File: src/rtl/reset_seq_if.sv
`default_nettype none
// ============================================================================
// Module   : reset_seq_if
// Brief    : Pin bundle between the reset sequencer and the domains it releases.
// Revision : 1.0 - initial release
// ============================================================================
interface reset_seq_if #(
    parameter int NOUT   = 3,
    parameter int NREADY = 1
);
    logic              key_n;
    logic [NREADY-1:0] ready;
    logic [NOUT-1:0]   n_reset_out;
    logic              busy;
    logic              timeout;

    modport master (
        input  key_n,
        input  ready,
        output n_reset_out,
        output busy,
        output timeout
    );

    modport slave (
        output key_n,
        output ready,
        input  n_reset_out,
        input  busy,
        input  timeout
    );
endinterface
`default_nettype wire

File: src/rtl/reset_seq.sv
`default_nettype none
// ============================================================================
// Module   : reset_seq
// Brief    : Debounced, ready-gated staged reset release for the clkSYS domain.
//            Define RESET_SEQ_WDT_EN to build the WAIT_RDY watchdog.
// Revision : 1.0 - initial release
// ============================================================================
module reset_seq #(
    parameter int NOUT      = 3,
    parameter int NREADY    = 1,
    parameter int DEB_CYC   = 16,
    parameter int HOLD_CYC  = 1000,
    parameter int STAGE_CYC = 16,
    parameter int WDT_CYC   = 1000000
) (
    input wire          clkSYS,
    input wire          n_reset,
    reset_seq_if.master bus
);
    localparam int c_CNT_MAX = ((HOLD_CYC > STAGE_CYC) ? HOLD_CYC : STAGE_CYC) - 1;
    localparam int c_CNT_W   = (c_CNT_MAX > 0) ? $clog2(c_CNT_MAX + 1) : 1;
    localparam int c_DEB_W   = (DEB_CYC > 1) ? $clog2(DEB_CYC) : 1;

    localparam logic [c_CNT_W-1:0] c_HOLD_LAST  = c_CNT_W'(HOLD_CYC - 1);
    localparam logic [c_CNT_W-1:0] c_STAGE_LAST = c_CNT_W'(STAGE_CYC - 1);
    localparam logic [c_CNT_W-1:0] c_CNT_ONE    = c_CNT_W'(1);
    localparam logic [c_DEB_W-1:0] c_DEB_LOAD   = c_DEB_W'(DEB_CYC - 1);
    localparam logic [c_DEB_W-1:0] c_DEB_ONE    = c_DEB_W'(1);
    localparam logic [NOUT-1:0]    c_OUT_MEM    = NOUT'(1);
    localparam logic [NOUT-1:0]    c_OUT_FIRST2 = NOUT'(3);

    typedef enum logic [2:0] {
        S_RESET    = 3'd0,
        S_HOLD     = 3'd1,
        S_WAIT_RDY = 3'd2,
        S_STAGE    = 3'd3,
        S_RUN      = 3'd4
    } state_t;

    state_t              r_state, w_state_nxt;
    logic                r_key_s1, r_key_s2, r_key_deb;
    logic [c_DEB_W-1:0]  r_deb_cnt;
    logic [NREADY-1:0]   r_rdy_s1, r_rdy_s2;
    logic                w_rdy_all;
    logic [c_CNT_W-1:0]  r_cnt, w_cnt_nxt;
    logic [NOUT-1:0]     r_out, w_out_nxt;
    logic                r_busy;

`ifdef RESET_SEQ_WDT_EN
    localparam int                 c_WDT_W    = (WDT_CYC > 1) ? $clog2(WDT_CYC) : 1;
    localparam logic [c_WDT_W-1:0] c_WDT_LAST = c_WDT_W'(WDT_CYC - 1);
    localparam logic [c_WDT_W-1:0] c_WDT_ONE  = c_WDT_W'(1);

    logic [c_WDT_W-1:0] r_wdt, w_wdt_nxt;
    logic               r_timeout, w_timeout_nxt;
`endif

    assign w_rdy_all = &r_rdy_s2;

    // Key syncs to "released" so the first sequence starts without a debounce wait.
    always_ff @(posedge clkSYS or negedge n_reset) begin
        if (!n_reset) begin
            r_key_s1  <= 1'b1;
            r_key_s2  <= 1'b1;
            r_key_deb <= 1'b1;
            r_deb_cnt <= c_DEB_LOAD;
            r_rdy_s1  <= '0;
            r_rdy_s2  <= '0;
        end else begin
            r_key_s1 <= bus.key_n;
            r_key_s2 <= r_key_s1;
            r_rdy_s1 <= bus.ready;
            r_rdy_s2 <= r_rdy_s1;
            if (r_key_s2 == r_key_deb) begin
                r_deb_cnt <= c_DEB_LOAD;
            end else if (r_deb_cnt == '0) begin
                r_key_deb <= r_key_s2;
                r_deb_cnt <= c_DEB_LOAD;
            end else begin
                r_deb_cnt <= r_deb_cnt - c_DEB_ONE;
            end
        end
    end

    always_comb begin
        w_state_nxt = r_state;
        w_out_nxt   = r_out;
        w_cnt_nxt   = '0;
`ifdef RESET_SEQ_WDT_EN
        w_wdt_nxt     = '0;
        w_timeout_nxt = r_timeout;
`endif
        if (!r_key_deb) begin
            // A debounced press outranks everything, including a same-edge ready rise.
            w_state_nxt = S_RESET;
            w_out_nxt   = '0;
        end else begin
            case (r_state)
                S_RESET: begin
                    w_state_nxt = S_HOLD;
                    w_out_nxt   = '0;
                end
                S_HOLD: begin
                    if (r_cnt == c_HOLD_LAST) begin
                        w_state_nxt = S_WAIT_RDY;
                        w_out_nxt   = c_OUT_MEM;
                    end else begin
                        w_cnt_nxt = r_cnt + c_CNT_ONE;
                    end
                end
                S_WAIT_RDY: begin
                    if (w_rdy_all) begin
                        w_out_nxt   = c_OUT_FIRST2;
                        w_state_nxt = (NOUT == 2) ? S_RUN : S_STAGE;
                    end
`ifdef RESET_SEQ_WDT_EN
                    else if (r_wdt == c_WDT_LAST) begin
                        w_state_nxt   = S_RESET;
                        w_out_nxt     = '0;
                        w_timeout_nxt = 1'b1;
                    end else begin
                        w_wdt_nxt = r_wdt + c_WDT_ONE;
                    end
`endif
                end
                S_STAGE: begin
                    if (!w_rdy_all) begin
                        w_state_nxt = S_WAIT_RDY;
                        w_out_nxt   = r_out & c_OUT_MEM;
                    end else if (r_cnt == c_STAGE_LAST) begin
                        // Outputs are a thermometer code: shifting in a 1 releases the next domain.
                        w_out_nxt = {r_out[NOUT-2:0], 1'b1};
                        if (r_out[NOUT-2]) begin
                            w_state_nxt = S_RUN;
                        end
                    end else begin
                        w_cnt_nxt = r_cnt + c_CNT_ONE;
                    end
                end
                S_RUN: begin
                    if (!w_rdy_all) begin
                        w_state_nxt = S_WAIT_RDY;
                        w_out_nxt   = r_out & c_OUT_MEM;
                    end
                end
                default: begin
                    w_state_nxt = S_RESET;
                    w_out_nxt   = '0;
                end
            endcase
        end
    end

    always_ff @(posedge clkSYS or negedge n_reset) begin
        if (!n_reset) begin
            r_state <= S_RESET;
            r_out   <= '0;
            r_cnt   <= '0;
            r_busy  <= 1'b1;
        end else begin
            r_state <= w_state_nxt;
            r_out   <= w_out_nxt;
            r_cnt   <= w_cnt_nxt;
            r_busy  <= (w_state_nxt != S_RUN);
        end
    end

`ifdef RESET_SEQ_WDT_EN
    always_ff @(posedge clkSYS or negedge n_reset) begin
        if (!n_reset) begin
            r_wdt     <= '0;
            r_timeout <= 1'b0;
        end else begin
            r_wdt     <= w_wdt_nxt;
            r_timeout <= w_timeout_nxt;
        end
    end

    assign bus.timeout = r_timeout;
`else
    logic w_unused_wdt;
    assign w_unused_wdt = ^WDT_CYC;
    assign bus.timeout  = 1'b0;
`endif

    assign bus.n_reset_out = r_out;
    assign bus.busy        = r_busy;

endmodule
`default_nettype wire

File: src/flat_wrapper.sv
// flat-port wrapper written by rule: the top's interface ports become plain ports
module reset_seq_flat 
#(
    parameter int NOUT      = 3,
    parameter int NREADY    = 1,
    parameter int DEB_CYC   = 16,
    parameter int HOLD_CYC  = 1000,
    parameter int STAGE_CYC = 16,
    parameter int WDT_CYC   = 1000000
)
  (clkSYS, n_reset, bus_key_n, bus_ready, bus_n_reset_out, bus_busy, bus_timeout);
  reset_seq_if #(.NOUT(NOUT), .NREADY(NREADY)) bus_i ();
  input wire clkSYS;
  input wire n_reset;
  input wire logic [$bits(bus_i.key_n)-1:0] bus_key_n;
  input wire logic [$bits(bus_i.ready)-1:0] bus_ready;
  output wire logic [$bits(bus_i.n_reset_out)-1:0] bus_n_reset_out;
  output wire logic [$bits(bus_i.busy)-1:0] bus_busy;
  output wire logic [$bits(bus_i.timeout)-1:0] bus_timeout;
  assign bus_i.key_n = bus_key_n;
  assign bus_i.ready = bus_ready;
  assign bus_n_reset_out = bus_i.n_reset_out;
  assign bus_busy = bus_i.busy;
  assign bus_timeout = bus_i.timeout;
  reset_seq #(.NOUT(NOUT), .NREADY(NREADY), .DEB_CYC(DEB_CYC), .HOLD_CYC(HOLD_CYC), .STAGE_CYC(STAGE_CYC), .WDT_CYC(WDT_CYC)) u_core (.clkSYS(clkSYS), .n_reset(n_reset), .bus(bus_i));
endmodule
File: config.mk
export PLATFORM = sky130hd
export DESIGN_NAME = reset_seq_flat
export DESIGN_NICKNAME = d
export VERILOG_FILES = /design/src/rtl/reset_seq_if.sv /design/src/rtl/reset_seq.sv /design/src/flat_wrapper.sv
export SDC_FILE = /design/constraint.sdc
export NUM_CORES = 1
export LEC_CHECK = 0
export BUFFER_PORTS_ARGS = -buffer_cell sky130_fd_sc_hd__buf_2
export CORE_MARGIN = 4
export CORE_UTILIZATION = 52
export DETAILED_ROUTE_END_ITERATION = 10
export PLACE_DENSITY = 0.81
export SYNTH_ARGS = -nofsm -noshare
export SYNTH_HDL_FRONTEND = slang
export SYNTH_SLANG_ARGS = --single-unit
File: constraint.sdc
create_clock -name clkSYS -period 1.9 [get_ports clkSYS]
set_input_delay 0.285 -clock clkSYS [delete_from_list [all_inputs] [get_ports clkSYS]]
set_output_delay 0.285 -clock clkSYS [all_outputs]
set_load 0.02 [all_outputs]
After elaboration in Yosys (flattened, before gate mapping). Cells that the tools add are included.

Register bits: 26. Bits of input ports: 4. Output and inout port bits: 5. Word-level logic and storage cells: 56.

Add/subtract/negate cells: 2. Equality and inequality tests: 15. Multiplexer cells: 22. Bitwise logic cells: 1. Reduce and logical (&&, ||, !) cells: 5.

Operators with widths (count): 2-to-1 mux 10 bit (4); 2-to-1 mux 3 bit (13); one-hot mux 10 bit (2 select lines) (1); inequality test 3 bit (second input constant) (6); one-hot mux 3 bit (5 select lines) (1); one-hot mux 3 bit (4 select lines) (1); adder 10 x 1 -> 10 bit (second input constant) (1); == test 10 bit (second input constant) (1); == test 10 x 4 -> 1 bit (second input constant) (1); 2-to-1 mux 4 bit (2); == test 3 x 2 -> 1 bit (second input constant) (2); AND reduction 5 bit (1); zero test 4 bit (1); inequality test 4 bit (second input constant) (1); AND reduction 4 bit (1); subtractor 4 x 1 -> 4 bit (second input constant) (1); == test 3 x 1 -> 1 bit (second input constant) (1); == test 3 bit (second input constant) (1); zero test 3 bit (1); inequality test 2 bit (second input constant) (1); AND reduction 2 bit (1); == test 1 bit (1); NOT 1 bit (1).

Depth between registers and ports, before layout. Gate-level depths: netlist of the first run.

Word-level depth: 6. Depth in mapped cells: 6. Gate-level depth less buffers: 5.

Worst setup path after synthesis of the first run. Ideal clock, no wire load.

Kind: register to register. Start point: register u_core.r_cnt[0]. End point: register u_core.r_out[2], in the netlist u_core.bus.n_reset_out[2]. Setup time: 130 ps. Arrival time: 1402 ps. Required time: 1770 ps. Path slack: 367 ps. Stages on the path, launching flop included: 7. Path buffers: 1. Period minus slack after synthesis: 1533 ps. Cells stage by stage: dfrtp_1 > ha_1 > and3_1 > clkbuf_1 > a31oi_2 > nor3_1 > o22ai_1.

Longest elaborated chain between the ends: 3. Elaborated cells between the ends (all ways): 5. Those cells by class: eq/ne: 4; reduce/logical: 1.

Ends and longest elaborated chain: start: declaration (line reset_seq.sv:45) `logic [c_CNT_W-1:0] r_cnt, w_cnt_nxt;`; start signal: assignment (line reset_seq.sv:163) `r_cnt <= w_cnt_nxt;`; == test 10 x 4 -> 1 bit / == test 10 bit (equally long branches) (line reset_seq.sv:130, reset_seq.sv:104); inequality test 4 bit (no source line) / inequality test 3 bit (equally long branches); AND reduction 4 bit (no source line) (*); end signal: assignment (line reset_seq.sv:162) `r_out <= w_out_nxt;`; end: declaration (line reset_seq.sv:46) `logic [NOUT-1:0] r_out, w_out_nxt;`.

Every way passes the cells marked *; elsewhere a longest branch is shown, timed or not. A chain may end at the register's enable or synchronous reset.

Final worst setup path of the first run.
Start point: register u_core.r_cnt[4]. End point: register u_core.r_cnt[8].

Longest elaborated chain between the ends: 5. Elaborated cells between the ends (all ways): 8. Those cells by class: add/sub: 1; eq/ne: 2; mux: 5.

Ends and longest elaborated chain: adder 10 x 1 -> 10 bit / == test 10 x 4 -> 1 bit (equally long branches) (line reset_seq.sv:108, reset_seq.sv:137, reset_seq.sv:130); 2-to-1 mux 10 bit (line reset_seq.sv:130) `end else if (r_cnt == c_STAGE_LAST) begin`; 2-to-1 mux 10 bit (line reset_seq.sv:127) `if (!w_rdy_all) begin`; one-hot mux 10 bit (2 select lines) (*) (line reset_seq.sv:98) `case (r_state)`; 2-to-1 mux 10 bit (*) (line reset_seq.sv:93) `if (!r_key_deb) begin`; net u_core.w_cnt_nxt[8] (line reset_seq.sv:45).

The timed path passes the listed nets; every way through them passes the cells marked *.

==> flow_summary_export.csv, run 1 <==
group,metric,value,unit
critical_path,worstPathCellList,"nor4_2, a31oi_2, o211ai_4, nor2_1",
critical_path,start_kind,"flop",
critical_path,critical_path_class,"flop to flop",
pwr,vdd_drop_max,0.0005492,V
sta,min_period,1.670,ns
status,run_status,"complete, no violations",
layout,area_growth,7.245,%
sta,hold_viol,0,
synthesis,async_reset_ff_share,100.0,%
layout,fin_nets,140,
sta,setup_tns,0,ns
die,die_w,58.24,um
synthesis,synth_top_area_share,34.32,%
placement,dp_hpwl,1651,um
critical_path,cpPeakStageDelay,0.52,ns
synthesis,netlist_top_cells_count,"dfrtp_1 (18), nor2_1 (12), nand2_1 (10)",
placement,globalplace.congestion,0.7791,
clock_network,cts.path.max_buffers,2,
sta,setup_viol,0,
placement,dp_slack,0.2703,ns
die,pin_count,9,
critical_path,r2r_setup_slack,0.23,ns
route,post_drt_wl_per_cell,14.01,um
critical_path,r2r-start,"u_core.r_cnt[4]",
synthesis,ys_seq_area_share,50.33,%
job,timing.max_cap.violations,0,
route,vias,948,
synthesis,synth_edf_count,0,
critical_path,worstPathArrival,1.88,ns
pwr,p_leak,0.5902,nW
pwr,combPwrFrac,3.0,%
critical_path,reg2reg_depth,4,
global_route,grtUsageTotal,14.92,%
synthesis,ys_ff_latch,26,
hold_path,hold_start,"bus_key_n",
pwr,power_frac_seq,58.7,%
global_route,grt_max_degree,27,
clock_network,clk_pin_slew_worst_paths,0.14,ns
sta,finalWorstSetupSlack,0.2300,ns
synthesis,netlist_top_cells_area,"dfrtp_1 (34%), dfstp_2 (16%), nor2_1 (3.4%), xnor2_1 (3.3%), xor2_1 (3.3%)",
critical_path,endpoint,"u_core.r_cnt[8]",
critical_path,crit_fanout,10,
synthesis,yosysTopAreaCell,"dfrtp_1",
synthesis,synthFlopType,"dfrtp_1",
synthesis,avgSynthCellArea,10.25,um^2
placement,port_buffers,7,
synthesis,yosysWarnings,0,
critical_path,cp_data_required_time,2.11,ns
clock_network,tritoncts,"built",
sta,fin_skew,0.003329,ns
route,via_per_inst,5.888,
synthesis,yosys.cell_types.count,43,
critical_path,crit_path_end_kind,"flop",
critical_path,slowest_stage,"dfrtp_1",
critical_path,cp-startpoint,"u_core.r_cnt[4]",
pwr,cellPowerDensity,699.7,nW/um^2
pwr,p_int,0.0007927,W
clock_network,cts.sinks,26,
synthesis,syn_inst,128,
sta,fmax,598.8,MHz
synthesis,synthesis.nets,134,
pwr,pwr-share-clk,38.3,%
die,start_util,57.14,%
critical_path,reg2reg_to,"u_core.r_cnt[8]",
synthesis,yosysMostFrequentCell,"dfrtp_1",
global_route,grt_pass1_vias,886,
sta,drv_slew,0,
clock_network,cts-buffers-inserted,3,
clock_network,clk_latency,0.32,ns
die,num_rows,17,
pwr,p_switching,0.0001923,W
route,drc,0,
clock_network,clockRootBuffer,"clkbuf_4",
clock_network,h-tree-depth,1,
global_route,gr-total-overflow,0,
die,design.core.area,2297,um^2
layout,antennaDiodeCount,0,
die,die_h,58.24,um
global_route,antenna_found_initial,0,
route,wl,2256,um
sta,rsz0062_at_grt,"false",
sta,tightest_slew,0.5432,ns
route,dr.pass1.iters,4,
sta,slew_headroom,63.79,%
route,drtAntennaViolNets,0,
pwr,swShare,19.52,%
sta,fin_crit_sh,87.89,%
pwr,total_power,0.0009850,W
route,drtIter0Drc,24,
hold_path,min_path_type,"input port to flop",
synthesis,syn_area,1313,um^2
layout,drive_gt1_share,18.05,%
global_route,grt_pass1_wl,3905,um
die,die_area,3392,um^2
[critical path, delay by kind of cell, from the launching register on]
kind,cells,cell delay [ns]
compound gates,2,0.50
flops,1,0.52
simple gates,2,0.54
[cell families after synthesis]
family	count (synthesis)	share of synthesized area (%)
other	1	0.2857
AND/OR/NAND/NOR	53	22.69
buffers and inverters	13	4.576
AO/OA/AOI/OAI	22	12.68
XOR/XNOR	10	6.673
adder cells (fa/ha/maj)	2	1.906
flip-flops	26	50.33
multiplexers	1	0.8579
[through the flow]
| stage | utilization [%] | hold slack [ns] | instances | area [um^2] |
|---|---|---|---|---|
| 3_5_place_dp | 58.55 | 0.3040 | 156 | 1345 |
| 3_3_place_gp | 58.55 | 0.3009 | 156 | 1345 |
| 4_1_cts | 61.27 | 0.02803 | 161 | 1408 |
| 6_report | 61.27 | 0.04257 | 161 | 1408 |
| 2_1_floorplan | - | -0.01059 | 128 | 1313 |
| 5_1_grt | 61.27 | 0.009968 | 161 | 1408 |
[layer usage]
metal / share of wire (%) / GRT usage (%) / routed length [um] / vias up
met5: 0 / 0 / 0 / -
met4: 2.1 / 8.278 / 48 / 0
met3: 4.5 / 3.118 / 101 / 6
met2: 47 / 23.39 / 1059 / 20
met1: 46 / 19.13 / 1047 / 461
li1: - / - / - / 461
[final cells by class]
class                   instances  area [um^2]
clock buffers                   3        22.52
clock inverters                 1        30.03
fillers                       191        889.6
inverters                       6        22.52
multi-input cells              89        591.8
flip-flops and latches         26        660.6
well taps                      28        35.03
repair buffers                  8        45.04
[power groups by stage]
stage / logic [W] / clock network (W) / registers, W
floorplan: 0.0000176 / 0 / 0.000584
global route: 0.0000358 / 0.000417 / 0.000580
global placement: 0.0000280 / 0 / 0.000587
finish: 0.0000295 / 0.000377 / 0.000578
detailed placement: 0.0000290 / 0 / 0.000588
CTS: 0.0000308 / 0.000387 / 0.000578
[worst min path at each step]
stage               cells past startpoint                   endpoint  slack [ns]
floorplan                               0  u_core.bus.n_reset_out[0]       -0.01
global placement                        1  u_core.bus.n_reset_out[2]        0.30
detailed placement                      1          u_core.r_state[2]        0.30
CTS                                     1            u_core.r_key_s1        0.03
global route                            1            u_core.r_key_s1        0.01
finish                                  1            u_core.r_key_s1        0.04
[sequential cells by signal, indices dropped and copies added, names as in the netlist]
register / flops
u_core.r_deb_cnt: 4
u_core.r_state: 3
u_core.r_cnt: 10
u_core.r_rdy_s1: 1
u_core.r_key_s1: 1
u_core.bus.busy: 1
u_core.r_rdy_s2: 1
u_core.r_key_deb: 1
u_core.r_key_s2: 1
u_core.bus.n_reset_out: 3
[placed cells by master, fill, tap and decap left out, types with 2 or more instances in the layout]
cell,count
a21oi_1,4
and2_1,2
and3_1,4
buf_2,7
clkbuf_4,3
dfrtp_1,18
dfstp_2,8
ha_1,2
inv_1,6
nand2_1,10
nand3_1,5
nand3b_1,2
nand4_1,6
nand4b_1,2
nor2_1,12
o21ai_0,4
o21bai_1,2
o32ai_1,2
xnor2_1,5
xor2_1,5
[what timing repair did]
action / in CTS / in global routing
endpoints found under the hold margin: 18 / 0
hold buffers: 1 / 0
endpoints found under the setup margin: 0 / 0
buffers inserted: 0 / 0
resized for setup: 0 / 0
(Power assumes the default switching activity.)
==> inputs of run 2 (changes only) <==
==> constraint.sdc (replaced) <==
create_clock -name clkSYS -period 1.9 [get_ports clkSYS]
set_input_delay 0.095 -clock clkSYS [delete_from_list [all_inputs] [get_ports clkSYS]]
set_output_delay 0.095 -clock clkSYS [all_outputs]
set_load 0.02 [all_outputs]
==> run 2 against run 1 <==
Worst setup slack about the same. Cell area increased by 1.4%. Maximum frequency about the same. Worst hold slack improved by 0.23 ns. Critical path depth unchanged. Register-to-register slack about the same. Sequential cell count unchanged. Global-route usage increased by 0.093 points. Via count increased by 0.42%. Critical endpoint unchanged. Highest routed layer unchanged.
==> flow_summary_export.csv, run 2 (same netlist as run 1, synthesis figures left out) <==
group,metric,value,unit
layout,area_growth,8.770,%
die,design.core.area,2297,um^2
pwr,cellPowerDensity,692.2,nW/um^2
route,drtAntennaViolNets,0,
clock_network,clk_latency,0.32,ns
clock_network,tritoncts,"built",
clock_network,clk_pin_slew_worst_paths,0.14,ns
placement,globalplace.congestion,0.7791,
route,dr.pass1.iters,4,
sta,drv_slew,0,
layout,largest_reg_flops,10,
critical_path,worstPathArrival,1.88,ns
critical_path,endpoint,"u_core.r_cnt[8]",
sta,holdWs,0.2752,ns
critical_path,cpPeakStageDelay,0.52,ns
route,vias,952,
die,die_area,3392,um^2
status,run_status,"complete, no violations",
critical_path,r2r-start,"u_core.r_cnt[4]",
layout,fin_nets,142,
die,die_w,58.24,um
placement,dp_hpwl,1651,um
sta,fin_skew,0.003365,ns
sta,tightest_slew,0.5432,ns
pwr,p_leak,0.5985,nW
job,timing.max_cap.violations,0,
layout,final_cells,163,
clock_network,h-tree-depth,1,
layout,antennaDiodeCount,0,
sta,hold_viol,0,
global_route,grt_max_degree,27,
sta,rsz0062_at_grt,"false",
placement,port_buffers,7,
layout,final_cell_mix,"dfrtp_1 (18), nor2_1 (12), nand2_1 (10)",
die,start_util,57.14,%
route,drtIter0Drc,24,
critical_path,cp_data_required_time,2.11,ns
critical_path,cp-startpoint,"u_core.r_cnt[4]",
layout,drive_gt1_share,17.78,%
critical_path,critical_path_class,"flop to flop",
critical_path,r2r_setup_slack,0.23,ns
sta,slew_headroom,63.79,%
route,post_drt_wl_per_cell,13.90,um
die,pin_count,9,
sta,min_period,1.670,ns
clock_network,cts.sinks,26,
global_route,grtUsageTotal,15.01,%
global_route,gr-total-overflow,0,
critical_path,crit_path_end_kind,"flop",
clock_network,clockRootBuffer,"clkbuf_4",
pwr,vdd_drop_max,0.0005492,V
route,drc,0,
hold_path,min_path_type,"input port to asynchronous set/reset pin",
die,num_rows,17,
critical_path,crit_fanout,10,
sta,setup_viol,0,
layout,regMostFlops,"u_core.r_cnt",
clock_network,cts-buffers-inserted,3,
global_route,grt_pass1_wl,3933,um
global_route,antenna_found_initial,0,
critical_path,worstPathCellList,"nor4_2, a31oi_2, o211ai_4, nor2_1",
sta,fmax,598.8,MHz
layout,final_common_cell,"dfrtp_1",
route,wl,2266,um
die,die_h,58.24,um
critical_path,start_kind,"flop",
clock_network,cts.path.max_buffers,2,
placement,dpl.cell_count,156,
layout,fillCellCount,189,
sta,fin_crit_sh,87.89,%
critical_path,slowest_stage,"dfrtp_1",
global_route,grt_pass1_vias,892,
critical_path,reg2reg_depth,4,
sta,setup_tns,0,ns
critical_path,reg2reg_to,"u_core.r_cnt[8]",
route,via_per_inst,5.840,
layout,largestRegisters,"u_core.r_cnt (10), u_core.r_deb_cnt (4)",
[run 2: changes by cell type in the layout (fill, tap and decap cells not counted)]
| cell | previous run | this run |
|---|---|---|
| dlygate4sd3_1 | 1 | 3 |
[run 2: worst min-delay path by stage]
stage / endpoint / depth (start not counted) / slack (ns)
floorplan: u_core.bus.n_reset_out[0] / 0 / -0.20
finish: u_core.r_cnt[6] / 2 / 0.28
global route: u_core.r_state[1] / 2 / 0.30
global placement: u_core.bus.n_reset_out[2] / 1 / 0.11
detailed placement: u_core.r_state[2] / 1 / 0.11
CTS: u_core.r_state[1] / 2 / 0.29
[run 2: what timing repair did]
action / in CTS / in global routing
setup buffers: 0 / 0
gates resized for setup: 0 / 0
hold buffers: 3 / 0
hold endpoints to repair: 20 / 0
[run 2: layout make-up]
type	count	area [um^2]	share of cell area (%)
clock buffers	3	22.52	1.578
clock inverters	1	30.03	2.103
inverters	6	22.52	1.578
multi-input cells	89	591.8	41.45
flip-flops and latches	26	660.6	46.28
well taps	28	35.03	2.454
repair buffers	10	65.06	4.557
[run 2: where the power goes]
group | switching, W | internal (W)
Clock | 0.000164 | 0.000213
Combinational | 0.0000197 | 0.0000129
Sequential | 0.00000874 | 0.000569
[run 2: metal layers]
layer / routed length (um) / up-vias / track usage (%)
met5: 0 / - / 0
met4: 48 / 0 / 8.278
met3: 98 / 6 / 3.118
met2: 1057 / 20 / 23.39
met1: 1061 / 461 / 19.41
li1: - / 465 / -
[run 2: worst max-delay path, delay by kind of cell (launching register included)]
| family | cells | cell delay (ns) |
|---|---|---|
| AOI/OAI and AO/OA | 2 | 0.50 |
| DFF | 1 | 0.52 |
| and+or+nand+nor | 2 | 0.54 |
[run 2: stage by stage]
step | worst slack, ns | cell area (um^2) | power [W] | util (%)
after floorplan | 0.3671 | 1313 | 0.0006015 | -
after global placement | 0.3392 | 1345 | 0.0006148 | 58.55
after detailed placement | 0.2703 | 1345 | 0.0006165 | 58.55
after CTS | 0.2395 | 1428 | 0.0009985 | 62.15
after global routing | 0.1115 | 1428 | 0.001036 | 62.15
final | 0.2300 | 1428 | 0.0009881 | 62.15
==> inputs of run 3 (changes only) <==
--- a/config.mk
+++ b/config.mk
@@ -10,6 +10,7 @@
 export CORE_UTILIZATION = 52
 export DETAILED_ROUTE_END_ITERATION = 10
 export PLACE_DENSITY = 0.81
+export RECOVER_POWER = 50
 export SYNTH_ARGS = -nofsm -noshare
 export SYNTH_HDL_FRONTEND = slang
 export SYNTH_SLANG_ARGS = --single-unit
==> run 3 against run 2 <==
Core utilization decreased by 0.055 points. Non-clock buffer count unchanged. Via count unchanged. First-iteration DRC count unchanged. Die area unchanged. Critical path depth unchanged. Total power about the same. Cell count unchanged. Clock skew unchanged. Sequential cell count unchanged. Wire length about the same. Cell area about the same. Critical endpoint unchanged.
==> flow_summary_export.csv, run 3 (same netlist as run 1, synthesis figures left out) <==
group,metric,value,unit
critical_path,worstPathArrival,1.88,ns
clock_network,clk_pin_slew_worst_paths,0.14,ns
critical_path,reg2reg_to,"u_core.r_cnt[8]",
sta,hold_viol,0,
placement,globalplace.congestion,0.7791,
clock_network,postCtsSetupBuffers,0,
die,design.core.area,2297,um^2
global_route,grtUsageTotal,15.01,%
job,timing.max_cap.violations,0,
clock_network,post_cts_resized,0,
route,drtAntennaViolNets,0,
status,run_status,"complete, no violations",
pwr,cellPowerDensity,692.5,nW/um^2
route,dr.pass1.iters,4,
clock_network,cts.path.max_buffers,2,
layout,largest_reg_flops,10,
placement,port_buffers,7,
sta,fin_skew,0.003365,ns
global_route,gr-total-overflow,0,
pwr,vdd_drop_max,0.0005488,V
critical_path,critical_path_class,"flop to flop",
layout,final_cell_mix,"dfrtp_1 (18), nor2_1 (12), nand2_1 (10)",
clock_network,cts-buffers-inserted,3,
critical_path,cp_data_required_time,2.11,ns
die,pin_count,9,
layout,fin_area,1426,um^2
hold_path,hold_start,"u_core.r_rdy_s1",
sta,fin_crit_sh,87.89,%
layout,regMostFlops,"u_core.r_cnt",
placement,dpl_cell_area,1345,um^2
global_route,grt_max_degree,27,
sta,slew_headroom,13.23,%
layout,final_common_cell,"dfrtp_1",
layout,largestRegisters,"u_core.r_cnt (10), u_core.r_deb_cnt (4)",
layout,fin_nets,142,
hold_path,min_to,"u_core.r_rdy_s2",
layout,fillCellCount,190,
clock_network,cts.sinks,26,
sta,tightest_slew,1.302,ns
sta,min_period,1.670,ns
die,num_rows,17,
critical_path,start_kind,"flop",
die,die_w,58.24,um
pwr,p_leak,0.5958,nW
route,post_drt_wl_per_cell,13.90,um
sta,setup_viol,0,
hold_path,hold_depth,0,
sta,setup_tns,0,ns
layout,area_growth,8.675,%
sta,rsz0062_at_grt,"false",
global_route,antenna_found_initial,0,
sta,drv_slew,0,
route,wl,2265,um
critical_path,crit_path_end_kind,"flop",
route,vias,952,
route,drc,0,
layout,drive_gt1_share,17.04,%
die,die_h,58.24,um
critical_path,r2r-start,"u_core.r_cnt[4]",
clock_network,h-tree-depth,1,
die,die_area,3392,um^2
route,drtIter0Drc,24,
layout,antennaDiodeCount,0,
clock_network,tritoncts,"built",
clock_network,clk_latency,0.32,ns
placement,dp_hpwl,1651,um
critical_path,reg2reg_depth,4,
global_route,grt_pass1_vias,892,
global_route,grt_pass1_wl,3933,um
sta,fmax,598.8,MHz
hold_path,min_path_type,"flop to flop",
critical_path,r2r_setup_slack,0.23,ns
clock_network,clockRootBuffer,"clkbuf_4",
route,via_per_inst,5.840,
critical_path,crit_fanout,10,
die,start_util,57.14,%
## run 3: changes by cell type in the layout (fill, tap and decap cells not counted)
cell      before  now
buf_2          7    6
clkbuf_1       0    1
## run 3: how the worst max path moves through the flow
stage / startpoint / to / slack (ns) / depth (start not counted)
final: u_core.r_cnt[4] / u_core.r_cnt[8] / 0.23 / 4
after global routing: u_core.r_cnt[4] / u_core.r_cnt[3] / 0.11 / 4
after floorplan: u_core.r_cnt[0] / u_core.bus.n_reset_out[2] / 0.37 / 6
after detailed placement: u_core.r_cnt[4] / u_core.r_cnt[8] / 0.27 / 4
after CTS: u_core.r_cnt[4] / u_core.r_cnt[3] / 0.24 / 4
after global placement: u_core.r_cnt[4] / u_core.r_cnt[3] / 0.34 / 4
## run 3: final cells by class
cell class	count	area (um^2)	share of cell area, %
flip-flops and latches	26	660.6	46.32
multi-input cells	89	591.8	41.49
repair buffers	10	63.81	4.474
well taps	28	35.03	2.456
clock inverters	1	30.03	2.105
clock buffers	3	22.52	1.579
inverters	6	22.52	1.579
## run 3: per-layer routing
layer | vias up | part of all wire [%] | wire length (um) | global-route usage, %
met1 | 461 | 47 | 1060 | 19.41
met4 | 0 | 2.1 | 48 | 8.278
met5 | - | 0 | 0 | 0
met3 | 6 | 4.3 | 98 | 3.118
met2 | 20 | 47 | 1057 | 23.39
li1 | 465 | - | - | -
## run 3: what timing repair did
| item | in CTS | in global routing |
|---|---|---|
| hold endpoints to repair | 20 | 0 |
| setup endpoints to repair | 0 | 0 |
| hold buffers | 3 | 0 |
## run 3: per-stage QoR
stage	hold WS, ns	worst slack [ns]	instances	util (%)	total power (W)
final	0.3661	0.2300	163	62.09	0.0009878
after global routing	0.3769	0.1115	163	62.09	0.001036
after CTS	0.2894	0.2395	163	62.15	0.0009985
after detailed placement	0.1140	0.2703	156	58.55	0.0006165
after global placement	0.1109	0.3392	156	58.55	0.0006148
after floorplan	-0.2006	0.3671	128	-	0.0006015
## run 3: power breakdown
group | internal (W) | switching, W | leakage, nW | total (W)
logic | 0.0000126 | 0.0000197 | 0.237 | 0.0000324
registers | 0.000569 | 0.00000874 | 0.331 | 0.000578
clock network | 0.000213 | 0.000164 | 0.0279 | 0.000378
## run 3: worst max-delay path, cell delays in order, from the launching register on
cell      delay [ns]
dfrtp_1         0.52
nor4_2          0.43
a31oi_2         0.19
o211ai_4        0.31
nor2_1          0.11
